===== config.mk =====
export PLATFORM = sky130hd
export DESIGN_NAME = bus_memory_responder
export DESIGN_NICKNAME = d
export VERILOG_FILES = /design/src/rtl/bus_memory_responder_pkg.sv /design/src/rtl/sync_ram_8.sv /design/src/rtl/bus_memory_responder.sv
export SDC_FILE = /design/constraint.sdc
export NUM_CORES = 2
export LEC_CHECK = 0
export ABC_AREA = 0
export ABC_CLOCK_PERIOD_IN_PS = 12800
export BUFFER_PORTS_ARGS = -buffer_cell sky130_fd_sc_hd__buf_2
export CAP_MARGIN = 20
export CORE_MARGIN = 3
export CORE_UTILIZATION = 30
export DETAILED_ROUTE_END_ITERATION = 6
export PLACE_DENSITY = 0.51
export SLEW_MARGIN = 10
export SYNTH_ARGS = -nofsm -noshare
export SYNTH_HDL_FRONTEND = slang
export SYNTH_SLANG_ARGS = --single-unit
export TNS_END_PERCENT = 100

===== constraint.sdc =====
create_clock -name clk -period 12.8 [get_ports clk]
set_input_delay 2.56 -clock clk [delete_from_list [all_inputs] [get_ports clk]]
set_output_delay 2.56 -clock clk [all_outputs]
set_load 0.05 [all_outputs]

===== src/rtl/bus_memory_responder_pkg.sv =====
// Shared constants for the bus memory responder: data/address bus width and FSM state codes.
package bus_memory_responder_pkg;

  localparam int unsigned BusWidth = 8;

  localparam logic [1:0] StIdle = 2'd0;
  localparam logic [1:0] StWait = 2'd1;
  localparam logic [1:0] StAck  = 2'd2;
  localparam logic [1:0] StHold = 2'd3;

endpackage


===== src/rtl/sync_ram_8.sv =====
// Single-port 8-bit RAM: synchronous write, registered read with reset-cleared output register.
module sync_ram_8
  import bus_memory_responder_pkg::*;
#(
  parameter int unsigned DEPTH = 256
) (
  input  logic                clk,
  input  logic                rst,
  input  logic                we,
  input  logic                re,
  input  logic [BusWidth-1:0] addr,
  input  logic [BusWidth-1:0] wdata,
  output logic [BusWidth-1:0] rdata
);

  localparam int unsigned AddrW = (DEPTH > 1) ? $clog2(DEPTH) : 1;

  logic [BusWidth-1:0] mem [DEPTH];
  logic                in_range;
  logic [AddrW-1:0]    idx;

  // Out-of-range addresses never alias onto the implemented words.
  assign in_range = 32'(addr) < DEPTH;
  assign idx      = addr[AddrW-1:0];

  always_ff @(posedge clk) begin
    if (we && in_range) begin
      mem[idx] <= wdata;
    end
  end

  always_ff @(posedge clk or negedge rst) begin
    if (!rst) begin
      rdata <= '0;
    end else if (re) begin
      rdata <= in_range ? mem[idx] : '0;
    end
  end

endmodule


===== src/rtl/bus_memory_responder.sv =====
// Wait-state memory responder: four-phase Mem_Rd/Mem_Wr handshake with a preload port and
// illegal-request detection, backed by sync_ram_8.
module bus_memory_responder
  import bus_memory_responder_pkg::*;
#(
  parameter int unsigned WAIT_CYCLES = 1,
  parameter int unsigned DEPTH       = 256
) (
  input  logic                clk,
  input  logic                rst,
  input  logic [BusWidth-1:0] Address_Bus,
  input  logic [BusWidth-1:0] Data_Bus_Out,
  input  logic                Mem_Rd,
  input  logic                Mem_Wr,
  input  logic                Load_En,
  input  logic [BusWidth-1:0] Load_Addr,
  input  logic [BusWidth-1:0] Load_Data,
  output logic [BusWidth-1:0] Data_Bus_In,
  output logic                Mem_Ready,
  output logic                Bus_Err
);

  logic [1:0]          state_q, state_d;
  logic [3:0]          cnt_q, cnt_d;
  logic [BusWidth-1:0] addr_q, wdata_q;
  logic                wr_q;
  logic                ready_q, ready_d;
  logic                err_q, err_d;
  logic                capture, access, load_ok, strobe_held;
  logic                ram_we, ram_re;
  logic [BusWidth-1:0] ram_addr, ram_wdata;

  // Only the strobe that opened the transaction can close it.
  assign strobe_held = wr_q ? Mem_Wr : Mem_Rd;
  assign load_ok     = (state_q == StIdle) && !Mem_Rd && !Mem_Wr && Load_En;

  always_comb begin
    state_d = state_q;
    cnt_d   = cnt_q;
    ready_d = ready_q;
    err_d   = 1'b0;
    capture = 1'b0;
    access  = 1'b0;
    unique case (state_q)
      StIdle: begin
        if (Mem_Rd && Mem_Wr) begin
          err_d   = 1'b1;
          state_d = StHold;
        end else if (Mem_Rd || Mem_Wr) begin
          capture = 1'b1;
          cnt_d   = 4'(WAIT_CYCLES);
          state_d = StWait;
        end
      end
      StWait: begin
        if (cnt_q != '0) begin
          cnt_d = cnt_q - 4'd1;
        end else begin
          access  = 1'b1;
          ready_d = 1'b1;
          state_d = StAck;
        end
      end
      StAck: begin
        if (!strobe_held) begin
          ready_d = 1'b0;
          state_d = StIdle;
        end
      end
      StHold: begin
        if (!Mem_Rd && !Mem_Wr) begin
          state_d = StIdle;
        end
      end
      default: state_d = StIdle;
    endcase
  end

  always_ff @(posedge clk or negedge rst) begin
    if (!rst) begin
      state_q <= StIdle;
      cnt_q   <= '0;
      ready_q <= 1'b0;
      err_q   <= 1'b0;
      addr_q  <= '0;
      wdata_q <= '0;
      wr_q    <= 1'b0;
    end else begin
      state_q <= state_d;
      cnt_q   <= cnt_d;
      ready_q <= ready_d;
      err_q   <= err_d;
      if (capture) begin
        addr_q  <= Address_Bus;
        wdata_q <= Data_Bus_Out;
        wr_q    <= Mem_Wr;
      end
    end
  end

  // Bus access and preload are mutually exclusive by FSM state, so one port suffices.
  assign ram_we    = (access && wr_q) || load_ok;
  assign ram_re    = access && !wr_q;
  assign ram_addr  = load_ok ? Load_Addr : addr_q;
  assign ram_wdata = load_ok ? Load_Data : wdata_q;

  sync_ram_8 #(
    .DEPTH (DEPTH)
  ) u_ram (
    .clk   (clk),
    .rst   (rst),
    .we    (ram_we),
    .re    (ram_re),
    .addr  (ram_addr),
    .wdata (ram_wdata),
    .rdata (Data_Bus_In)
  );

  assign Mem_Ready = ready_q;
  assign Bus_Err   = err_q;

endmodule

==> impl_results.md <==
- Clk buf depth: 4
- Post-Synth Adder-Cell Area: 0.0379%
- Detailed-route via count: 61000
- Area fraction in compound gates after synthesis: 7.82%
- Max stage delay cell, worst path: nor4_1
- Overall die height: 581 um
- IR drop worst, VDD: 0.185 mV
- Sequential fraction of the synthesis area: 62.9%
- Synth Cell Area: 99100 um^2
- Max Clock Skew: 0.0708 ns
- Maximum number of pins on one net before global-route repair: 166
- Critical path required time: 13.56 ns
- Num rows: 210
- Slowest cell delay on critical path: 0.87 ns
- Most area-hungry cell type in the Yosys netlist: edfxtp_1
- Number of buffers inserted by post-CTS setup repair: 0
- Worst max-slew margin expressed relative to the limit: 17.9%
- I/O Buffers: 46
- Number of hold-slack violations in the final timing report: 0
- Kind of end point of the critical path: flip-flop
- Max Cap Viol: 0
- Async set or reset register ratio after synthesis: 1.59%
- Static power due to leakage: 0.0333 uW
- Die outline area: 337000 um^2
- Final RePlAce weighted congestion: 0.832
- Post-CTS clock slew at the launch and capture registers of the worst setup and hold paths: 0.06 ns
- Number of iterations in the first detailed-routing pass: 6
- Simple-gate share of the synthesized area: 3.86%
- Number of antenna violations at the first check in global routing: 13
- CTS H-tree lvls: 4
- Number of endpoints failing setup at the final stage: 0
- Filler cell count: 31000
- Buffering stage count on the worst path with inverters included: 4
- TritonCTS Buffers: 231
- Clock tree from TritonCTS: yes
- Layout cell share with drive strength beyond 1: 28.3%
- Post-layout util: 34.1%
- Number of global-route vias before repair: 61700
- Count of flip-flops with a built-in enable after synthesis: 2048
- Dominant combinational cell family by area after synthesis: multiplexers
- Hold buffer count at CTS: 0
- Routed wirelength normalized by instance count: 33.1 um
- Ratio of routed vias to standard cells: 5.97
- Post-route DRC: 0
- Global-route wire length before repair: 478000 um
- Clk Tree Root Cell: clkbuf_16
- Core area: 328000 um^2
- # resized after CTS: 0
- Unrepaired setup endpoints after global routing: false
- CP top delay family: simple AND/OR/NAND/NOR gates
- Maximum fanout along the worst path: 77
- FF/Latch Area: 62300 um^2
- Fraction of synthesized cell area taken by the top area cell type: 62.1%
- Post-Synthesis Mean Instance Area: 17.3 um^2
- Remaining global-route overflow: 0
- Final routed wirelength across all metal layers: 338000 um
- Yosys synthesis warning count: 0
- Multiplexer fraction of the synthesized cell area: 22.8%
- Post-Synthesis Cells: 5738
- Number of distinct library cell variants in the gate-level netlist after synthesis: 61
- Ys flop type: edfxtp_1
- IO Count: 47
- Final total negative setup slack: 0 ns
- Effective utilization at floorplan: 30.2%
- Startpoint type of the worst setup path: input port
- TritonCTS Sinks: 2081
- Type of the setup path with the least slack: input port to flip-flop
- Max Transition Viols Final: 0
- Result of the run: finished, final reports clean
- Nets: 5715
- Worst-Skew Late Latency: 0.89 ns
- Final HPWL from detailed placement: 198000 um
- Multi-input gate area: 34600 um^2
- Cells taking the most area after synthesis: edfxtp_1 62%, mux4_2 22%, a22oi_1 2.9%
- Slew of the pin with the lowest slew margin: 1.23 ns
- Final critical delay including setup and external delays: 7.50 ns
- Antenna-violating nets left: 0
- Most common cell after layout, fill and taps aside: edfxtp_1
- Period utilisation layout: 58.6%
- Total power density per cell area: 206 nW/um^2
- #FFs+latches synth: 2081
- List of cells traversed by the critical path: buf_2 > or4b_4 > o21ai_4 > buf_4 > buf_12 > and2_2 > buf_4 > a41oi_1 > nor4_1 > o221ai_1 > o41a_1
- Maximum clock frequency: 0.133 GHz
- Synthesis-to-finish area growth: 13.0%
- Most frequent cells in the layout: 2048 x edfxtp_1, 960 x mux4_2, 531 x o21ai_0
- 1st-iter DRT viols: 7820
- CP arrival: 8.25 ns
- Post-synthesis share of cell area spent on xor and xnor gates: 0%
- Horiz. Die Dim: 581 um
- Class of the worst hold path: flip-flop to flip-flop
- Aggregate global-route resource usage: 19.5%
- Library cell appearing most often on the critical path: buf_4
- Synthesized netlist net count: 5778
synthesized netlist by cell type, types with 3 or more instances:
cell / number
and2_1: 5
buf_6: 4
o31a_1: 8
a21oi_1: 29
nor2_1: 224
clkbuf_1: 327
a22oi_1: 389
a2111oi_0: 16
mux2_2: 31
dfrtp_1: 33
nand3b_1: 3
o21ai_1: 10
a31oi_1: 5
mux4_2: 960
o22ai_1: 32
nor4_1: 3
nand3_1: 405
nor3_1: 58
edfxtp_1: 2048
nand2b_1: 9
buf_4: 11
o41ai_1: 93
mux2i_1: 66
buf_1: 60
or2_2: 5
inv_1: 6
nand2_1: 86
o21ai_0: 531
buf_2: 180
o2111ai_1: 12
nor2b_1: 3
ha_1: 3
a41oi_1: 44
layer usage:
layer  routed length [um]  share of wire [%]  global-route usage, %  vias up
li1                     -                  -                      -    24400
met1               132000                 39                   25.7    32800
met2               161000                 48                   31.2     3134
met3                28200                8.3                   3.91      679
met4                16100                4.8                   8.62        6
met5                   40              0.012                      0        -
report_power, final:
group / switching (uW) / internal, uW
Clock: 2780 / 3760
Sequential: 155 / 8630
Combinational: 5250 / 2440
kinds of logic after synthesis:
| family | Yosys count |
|---|---|
| AOI/OAI and AO/OA | 1191 |
| DFF | 2081 |
| muxes | 1057 |
| buffers and inverters | 589 |
| and+or+nand+nor | 817 |
| adders and majority gates | 3 |
per-stage QoR:
| stage | setup slack, ns | power (uW) | hold slack (ns) | cells | area, um^2 |
|---|---|---|---|---|---|
| 2_1_floorplan | 4.89 | 13600 | 0.481 | 5738 | 99100 |
| 3_3_place_gp | 4.43 | 16600 | 0.495 | 9769 | 105000 |
| 3_5_place_dp | 4.55 | 16600 | 0.497 | 9775 | 105000 |
| 4_1_cts | 5.50 | 23200 | 0.512 | 10200 | 112000 |
| 5_1_grt | 5.31 | 23800 | 0.521 | 10200 | 112000 |
| 6_report | 5.30 | 23000 | 0.514 | 10200 | 112000 |
final timing paths:
| kind | start | to | slack (ns) | cells after the start |
|---|---|---|---|---|
| max reg2reg | state_q[0]$_DFFE_PN0P_ | u_ram.rdata[0]$_DFFE_PN0P_ | 6.55 | 10 |
| max | Mem_Wr | u_ram.rdata[0]$_DFFE_PN0P_ | 5.30 | 11 |
| min in group asynchronous | rst | cnt_q[0]$_DFFE_PN0P_ | 1.80 | 2 |
| min | wdata_q[2]$_DFFE_PN0P_ | wdata_q[2]$_DFFE_PN0P_ | 0.51 | 1 |
| min reg2reg | wdata_q[2]$_DFFE_PN0P_ | wdata_q[2]$_DFFE_PN0P_ | 0.51 | 1 |
| max in group asynchronous | rst | addr_q[0]$_DFFE_PN0P_ | 10.48 | 2 |
area by class of cell:
class / count / area share [%]
antenna: 11 / 0.0246
tap: 4346 / 4.86
clock inverter: 133 / 1.14
timing repair buffer: 286 / 2.05
inverter: 7 / 0.0302
sequential: 2081 / 55.7
clock buffer: 280 / 5.35
multi-input combinational: 3068 / 30.9
state kept, by name (all words and copies together) (netlist names), 2 cells and up:
signal       count
addr_q           8
cnt_q            4
state_q          2
u_ram.mem     2048
u_ram.rdata      8
wdata_q          8
Power figures use the tool's default switching activity.
